## src/rtl/piso_mux_seq8_pkg.sv

```systemverilog
// Shared types and constants for the piso_mux_seq8 parallel-to-serial sequencer.
package piso_mux_seq8_pkg;

  localparam int WORD_BITS = 8;
  localparam int SEL_W     = 3;
  localparam int GAP_W     = 4;

  typedef enum logic [1:0] {
    IDLE  = 2'd0,
    SHIFT = 2'd1,
    GAP   = 2'd2
  } state_e;

  // Maps the transfer index onto the mux select for the chosen bit order.
  function automatic logic [SEL_W-1:0] order_sel(input logic [SEL_W-1:0] count,
                                                 input logic            msb_first);
    return count ^ {SEL_W{msb_first}};
  endfunction

endpackage

```

## src/rtl/piso_mux_seq8_mux8x1.sv

```systemverilog
// Gate-level 8:1 multiplexer: one-hot decode of s, AND with d, OR-reduce to Y.
module mux8x1 (
  input  logic [7:0] d,
  input  logic [2:0] s,
  output logic       Y
);

  logic [7:0] sel_hot;

  for (genvar i = 0; i < 8; i++) begin : g_dec
    assign sel_hot[i] = (s == 3'(i));
  end

  assign Y = |(d & sel_hot);

endmodule

```

## src/rtl/piso_mux_seq8.sv

```systemverilog
// Sequencer feeding mux8x1: latches a word, steps the select, streams one bit per transfer.
module piso_mux_seq8
  import piso_mux_seq8_pkg::*;
#(
  parameter bit          MSB_FIRST  = 1'b0,
  parameter int unsigned GAP_CYCLES = 0
) (
  input  logic       clk,
  input  logic       rst_n,
  input  logic [7:0] in_data,
  input  logic       in_valid,
  output logic       in_ready,
  output logic       out_bit,
  output logic       out_valid,
  input  logic       out_ready,
  output logic       out_first,
  output logic       out_last,
  output logic [2:0] out_sel,
  output logic       busy,
  output logic [7:0] word_count
);

  localparam bit                HAS_GAP    = (GAP_CYCLES != 0);
  localparam logic [GAP_W-1:0]  GAP_LAST   = HAS_GAP ? GAP_W'(GAP_CYCLES - 1) : '0;
  localparam logic [SEL_W-1:0]  LAST_COUNT = SEL_W'(WORD_BITS - 1);

  state_e                 state_q, state_d;
  logic [WORD_BITS-1:0]   data_q, data_d;
  logic [SEL_W-1:0]       count_q, count_d;
  logic [GAP_W-1:0]       gap_q, gap_d;
  logic [7:0]             word_count_q, word_count_d;

  logic shifting;
  logic last_xfer;
  logic accept;

  assign shifting  = (state_q == SHIFT);
  assign last_xfer = shifting && out_ready && (count_q == LAST_COUNT);

  // Back-to-back acceptance only exists without a gap; reset masks the IDLE term.
  assign in_ready  = rst_n && ((state_q == IDLE) || (!HAS_GAP && last_xfer));
  assign accept    = in_ready && in_valid;

  assign out_valid  = shifting;
  assign out_first  = shifting && (count_q == '0);
  assign out_last   = shifting && (count_q == LAST_COUNT);
  assign out_sel    = shifting ? order_sel(count_q, MSB_FIRST) : '0;
  assign busy       = (state_q != IDLE);
  assign word_count = word_count_q;

  mux8x1 u_mux (
    .d (data_q),
    .s (out_sel),
    .Y (out_bit)
  );

  always_comb begin
    // NOTE: every _d defaults to its _q first, so no path leaves a latch behind.
    state_d      = state_q;
    data_d       = data_q;
    count_d      = count_q;
    gap_d        = gap_q;
    word_count_d = word_count_q;

    unique case (state_q)
      IDLE: begin
        if (accept) begin
          data_d  = in_data;
          count_d = '0;
          state_d = SHIFT;
        end
      end

      SHIFT: begin
        if (last_xfer) begin
          word_count_d = word_count_q + 8'd1;
          count_d      = '0;
          if (HAS_GAP) begin
            gap_d   = '0;
            state_d = GAP;
          end else if (accept) begin
            data_d = in_data;
          end else begin
            state_d = IDLE;
          end
        end else if (out_ready) begin
          count_d = count_q + SEL_W'(1);
        end
      end

      GAP: begin
        if (gap_q == GAP_LAST) begin
          state_d = IDLE;
        end else begin
          gap_d = gap_q + GAP_W'(1);
        end
      end

      default: state_d = IDLE;
    endcase
  end

  // NOTE: sequential state uses <= so every flop samples pre-edge values.
  always_ff @(posedge clk or negedge rst_n) begin
    if (!rst_n) begin
      state_q      <= IDLE;
      // NOTE: the data register is reset too, so out_bit is a defined 0 in reset.
      data_q       <= '0;
      count_q      <= '0;
      gap_q        <= '0;
      word_count_q <= '0;
    end else begin
      state_q      <= state_d;
      data_q       <= data_d;
      count_q      <= count_d;
      gap_q        <= gap_d;
      word_count_q <= word_count_d;
    end
  end

endmodule

```

## config.mk

```make
export PLATFORM = sky130hd
export DESIGN_NAME = piso_mux_seq8
export DESIGN_NICKNAME = d
export VERILOG_FILES = /design/src/rtl/piso_mux_seq8_pkg.sv /design/src/rtl/piso_mux_seq8_mux8x1.sv /design/src/rtl/piso_mux_seq8.sv
export SDC_FILE = /design/constraint.sdc
export NUM_CORES = 1
export LEC_CHECK = 0
export BUFFER_PORTS_ARGS = -buffer_cell sky130_fd_sc_hd__buf_2
export CORE_UTILIZATION = 50
export CTS_CLUSTER_DIAMETER = 200
export DETAILED_ROUTE_END_ITERATION = 6
export GPL_TIMING_DRIVEN = 0
export PLACE_DENSITY_LB_ADDON = 0.1
export SYNTH_ARGS = -nofsm -noshare
export SYNTH_HDL_FRONTEND = slang
export SYNTH_SLANG_ARGS = --single-unit
```

## constraint.sdc

```tcl
create_clock -name clk -period 2.5 [get_ports clk]
set_input_delay 0.25 -clock clk [delete_from_list [all_inputs] [get_ports clk]]
set_output_delay 0.25 -clock clk [all_outputs]
set_load 0.01 [all_outputs]
```

Word-level counts from Yosys, hierarchy flattened:

Index checks and enable logic that the tools add are counted.

* RAM bits: 0
* logic and storage cells: 57
* bits in registers: 25
* bits in read-only memories: 0
* memories: 0
* bits in latches: 0
* input port bits: 12
* output and inout port bits: 17

* equal/unequal tests: 15
* magnitude comparators: 0
* mux-type cells: 13
* reductions and logical operators: 19
* divide/modulo/power cells: 0
* bitwise logic cells: 2
* add/subtract/negate cells: 3
* $mul: 0
* shift-type cells: 0

Operators by type and width (count)
* 8-bit 2-to-1 mux: 2
* 8-bit one-hot mux with 2 select lines: 1
* 3-bit equality test (second input constant): 5
* 3-bit 2-to-1 mux: 4
* 8-bit by 1-bit adder with 8-bit output (second input constant): 1
* 8-bit bitwise AND: 1
* 2-bit 2-to-1 mux: 4
* 8-bit OR reduction: 1
* 3-bit by 2-bit equality test with 1-bit output (second input constant): 2
* 1-bit logical AND: 6
* 3-bit zero test: 2
* 2-bit != test (second input constant): 3
* 2-bit one-hot mux with 3 select lines: 1
* 3-bit one-hot mux with 2 select lines: 1
* 2-bit AND reduction: 3
* 4-bit by 1-bit adder with 4-bit output (second input constant): 1
* 4-bit zero test: 1
* 4-bit AND reduction: 1
* 2-bit nonzero test: 2
* 3-bit by 1-bit adder with 3-bit output (second input constant): 1
* 3-bit by 1-bit equality test with 1-bit output (second input constant): 1
* 3-bit by 2-bit != test with 1-bit output (second input constant): 1
* 3-bit AND reduction: 1
* 2-bit by 1-bit equality test with 1-bit output (second input constant): 1
* other kinds (5): 5

Logic depth before layout (Yosys ltp):

* word-level depth: 9
* gate-level depth with buffers: 7
* gate-level depth less buffers: 7

Modules after synthesis:

Synthesis repeated with hierarchy kept, for this count alone.

* cells, all modules: 86
* area total of the unflattened synthesis: 1036.0 um2

Modules (own cells, without submodules)
* piso_mux_seq8: sequential area each 500.5 um2, instances 1, cells an instance 83, area each 972.2 um2
* mux8x1: sequential area each 0.0 um2, instances 1, cells an instance 3, area each 63.8 um2

Worst setup path before layout:

OpenSTA, ideal clock, no wires.

* kind: reg-to-reg
* start point: register count_q[1]
* end point: register count_q[2]
* path buffers: 0
* library setup time: 0.121 ns
* path slack: 0.574 ns
* data arrival time: 1.805 ns
* stages on the path, launching flop included: 8
* clock period less this slack: 1.926 ns
* required time: 2.379 ns
* path through: dfrtp_1 -> ha_1 -> ha_1 -> and2_4 -> o211ai_4 -> ha_1 -> o32ai_1 -> a22o_1

* word-level cells in the longest chain between the ends: 7
* elaborated cells between the ends (all ways): 12
* classes of those cells: 1 x add/sub; 3 x eq/ne; 3 x mux; 5 x reduce/logical

Ends and longest elaborated chain
* start, declared: line piso_mux_seq8.sv:29 `logic [SEL_W-1:0] count_q, count_d;`
* start signal, assigned: line piso_mux_seq8.sv:115 `count_q <= count_d;`
* branches (longest 7 deep; another with 3-bit by 1-bit adder with 3-bit output)

Several ways; the timed one is not identified. The select of a mux whose other input is x is not followed.
A chain may end at the register's enable or synchronous reset.

Final worst setup path:

Ends and elaborated chain as after synthesis.

==> impl_metrics.json <==
{
  "period_needed_ns": 2.16,
  "clk_pin_slew_ns": 0.12,
  "wl_met1_um": 963,
  "leakagePower_uw": 0.000681,
  "first_pass_iters": 2,
  "hp-class": "primary input to flip-flop",
  "cts.path.max_buffers": 2,
  "gp_congestion": 0.722,
  "rsz0062_at_grt": "no",
  "clockPowerShare_pct": 22.1,
  "fin_tns_setup_ns": 0,
  "port_buffers": 28,
  "wl_met2_um": 960,
  "worst_slew_pin_slew_ns": 0.518,
  "syn_nets": 109,
  "final_cell_mix": "buf_2, dfrtp_1, mux2_2",
  "ys_ff_latch": 20,
  "cp_max_fo": 9,
  "wl_mm": 1.97,
  "final_max_slew_viol_count": 0,
  "yosysWarnings": 0,
  "drtIter0Drc": 10,
  "numCtsBuffers": 3,
  "ios": 29,
  "syn_inst": 92,
  "via_per_inst": 5.09,
  "post_drt_wl_per_cell_um": 13.0,
  "fp.coreArea_um2": 1980,
  "cts_resized": 0,
  "clkLatencyLatePin_ns": 0.30,
  "grt_pass1_vias": 689,
  "finalClockSkew_ns": 0.00735,
  "htree_num_levels": 1,
  "startpoint_type": "flip-flop",
  "final_common_cell": "buf_2",
  "drc_errors": 0,
  "diodes": 0,
  "path_class": "flip-flop to flip-flop",
  "syn_avg_cell_area_um2": 11.5,
  "slowest_delay_ns": 0.47,
  "route.top_layer_used": "met4",
  "drv_cap": 0,
  "antenna_found_initial": 0,
  "endpoint_kind": "flip-flop",
  "crit_required_ns": 2.70,
  "ir_drop_uv": 523,
  "syn_to_final_growth_pct": 22.4,
  "die_width_um": 48.0,
  "dp_hpwl_mm": 1.46,
  "netSwitchingPower_uw": 394,
  "clockRootBuffer": "clkbuf_4",
  "ys_seq_area_share_pct": 47.4,
  "rows": 16,
  "dr_wl_met3_um": 36,
  "drive_gt1_share_pct": 39.2,
  "max_freq_mhz": 464,
  "initial_utilization_pct": 53.3,
  "grt_pass1_wl_mm": 2.88,
  "cp.arrival_ns": 2.35,
  "netlist_area_um2": 1060,
  "overflow": 0,
  "vias": 774,
  "final_nets": 143,
  "combPwrFrac_pct": 38.0,
  "power_density_nw_per_um2": 924,
  "clock_sinks": 20,
  "sw_frac_of_total_pct": 33.0,
  "cts_tree": "built",
  "path_cells": "ha_1, ha_1, and2_4, o211ai_4, ha_1, o32ai_1, a22o_1",
  "ant_nets": 0,
  "synth_cell_type_count": 32,
  "holdWs_ns": 0.174,
  "crit_path_top_delay_cell": "dfrtp_1",
  "grt.total_usage_pct": 18.5,
  "min_period_over_period_pct": 86.2,
  "fp.dieH_um": 48.0,
  "relSlewSlack_pct": 65.5,
  "intPower_uw": 800,
  "hold_viol_final": 0,
  "grt_max_degree": 23,
  "setup_violations": 0,
  "sequentialPowerShare_pct": 39.9,
  "status": "finished clean",
  "die_area_um2": 2300,
  "crit_top_cell": "ha_1"
}
cell type report:
class,count,area (um^2)
inverters,4,15.0
flip-flops and latches,20,500
multi-input cells,65,520
clock inverters,1,30.0
repair buffers,29,150
clock buffers,3,22.5
well taps,27,33.8
fillers,169,689
plain buffers,3,20.0
routing by layer:
layer	vias to the layer above	GRT usage, %
met5	-	0
met4	0	6.67
met3	2	3.40
met2	10	31.6
met1	371	23.3
li1	391	-
timing repair:
action,CTS,global route
endpoints found under the hold margin,20,0
hold buffers,1,0
buffers inserted,0,0
power groups by stage:
| stage | registers (uW) | clock network (uW) | logic [uW] |
|---|---|---|---|
| CTS | 477 | 269 | 459 |
| floorplan | 476 | 0 | 312 |
| global placement | 478 | 0 | 441 |
| finish | 477 | 264 | 454 |
| global route | 492 | 278 | 507 |
| detailed placement | 484 | 0 | 455 |
final timing paths:
kind,start,to,slack (ns),cells past startpoint
worst max-delay path,count_q[1]$_DFFE_PN0P_,count_q[2]$_DFFE_PN0P_,0.34,7
worst min-delay path,in_data[5],data_q[5]$_DFFE_PN0P_,0.17,2
worst max register to register,count_q[1]$_DFFE_PN0P_,count_q[2]$_DFFE_PN0P_,0.34,7
worst min register to register,word_count[7]$_DFFE_PN0P_,word_count[7]$_DFFE_PN0P_,0.49,1
max in group asynchronous,rst_n,data_q[4]$_DFFE_PN0P_,1.70,2
min in group asynchronous,rst_n,data_q[3]$_DFFE_PN0P_,0.45,2
state kept, by name, indices dropped and copies added, names as in the netlist:
signal and cells:
state_q 1, count_q 3, data_q 8, word_count 8
kinds of logic (layout without fill, tap and decap cells):
logic type	after synthesis	in the layout	synth area share (%)
AND/OR/NAND/NOR	28	28	14.5
flip-flops	20	20	47.4
AO/OA/AOI/OAI	13	13	10.5
multiplexers	12	12	12.6
XOR/XNOR	7	7	5.81
buffers and inverters	7	40	3.32
adder cells (fa/ha/maj)	5	5	5.92
critical path, delay by kind of cell (launching register included):
kind | cells | cell delay (ns)
AOI/OAI and AO/OA | 3 | 0.62
adders and majority gates | 3 | 0.77
and+or+nand+nor | 1 | 0.20
DFF | 1 | 0.47
cells in the mapped netlist (all sizes together):
cell type / number / area [um^2]
nand4: 1 / 12.5
and2b: 1 / 7.51
and3: 1 / 6.26
and2: 2 / 15.0
a2bb2oi: 1 / 8.76
o21ai: 3 / 15.0
o21a: 2 / 15.0
nor2b: 2 / 12.5
ha: 5 / 62.6
nor2: 5 / 18.8
nand3: 2 / 10.0
inv: 4 / 15.0
a32o: 1 / 10.0
o41ai: 1 / 8.76
mux2i: 2 / 20.0
nand2b: 1 / 6.26
nand3b: 1 / 7.51
nor3: 2 / 10.0
o32ai: 1 / 8.76
nand2: 9 / 33.8
o211ai: 2 / 28.8
xor2: 5 / 43.8
buf: 3 / 20.0
dfrtp: 20 / 500
mux2: 10 / 113
o31ai: 1 / 7.51
a22o: 1 / 8.76
nor4: 1 / 12.5
xnor2: 2 / 17.5
metrics by stage:
stage                     cells  instance area [um^2]  total power, uW  setup slack [ns]  util [%]
after global routing        152                  1290             1280             0.204      65.2
after global placement      147                  1230              919             0.384      62.1
after floorplan              92                  1060              787             0.574         -
after CTS                   152                  1290             1200             0.331      65.2
after detailed placement    147                  1230              939             0.358      62.1
final                       152                  1290             1190             0.344      65.2
Power figures use the tool's default switching activity.
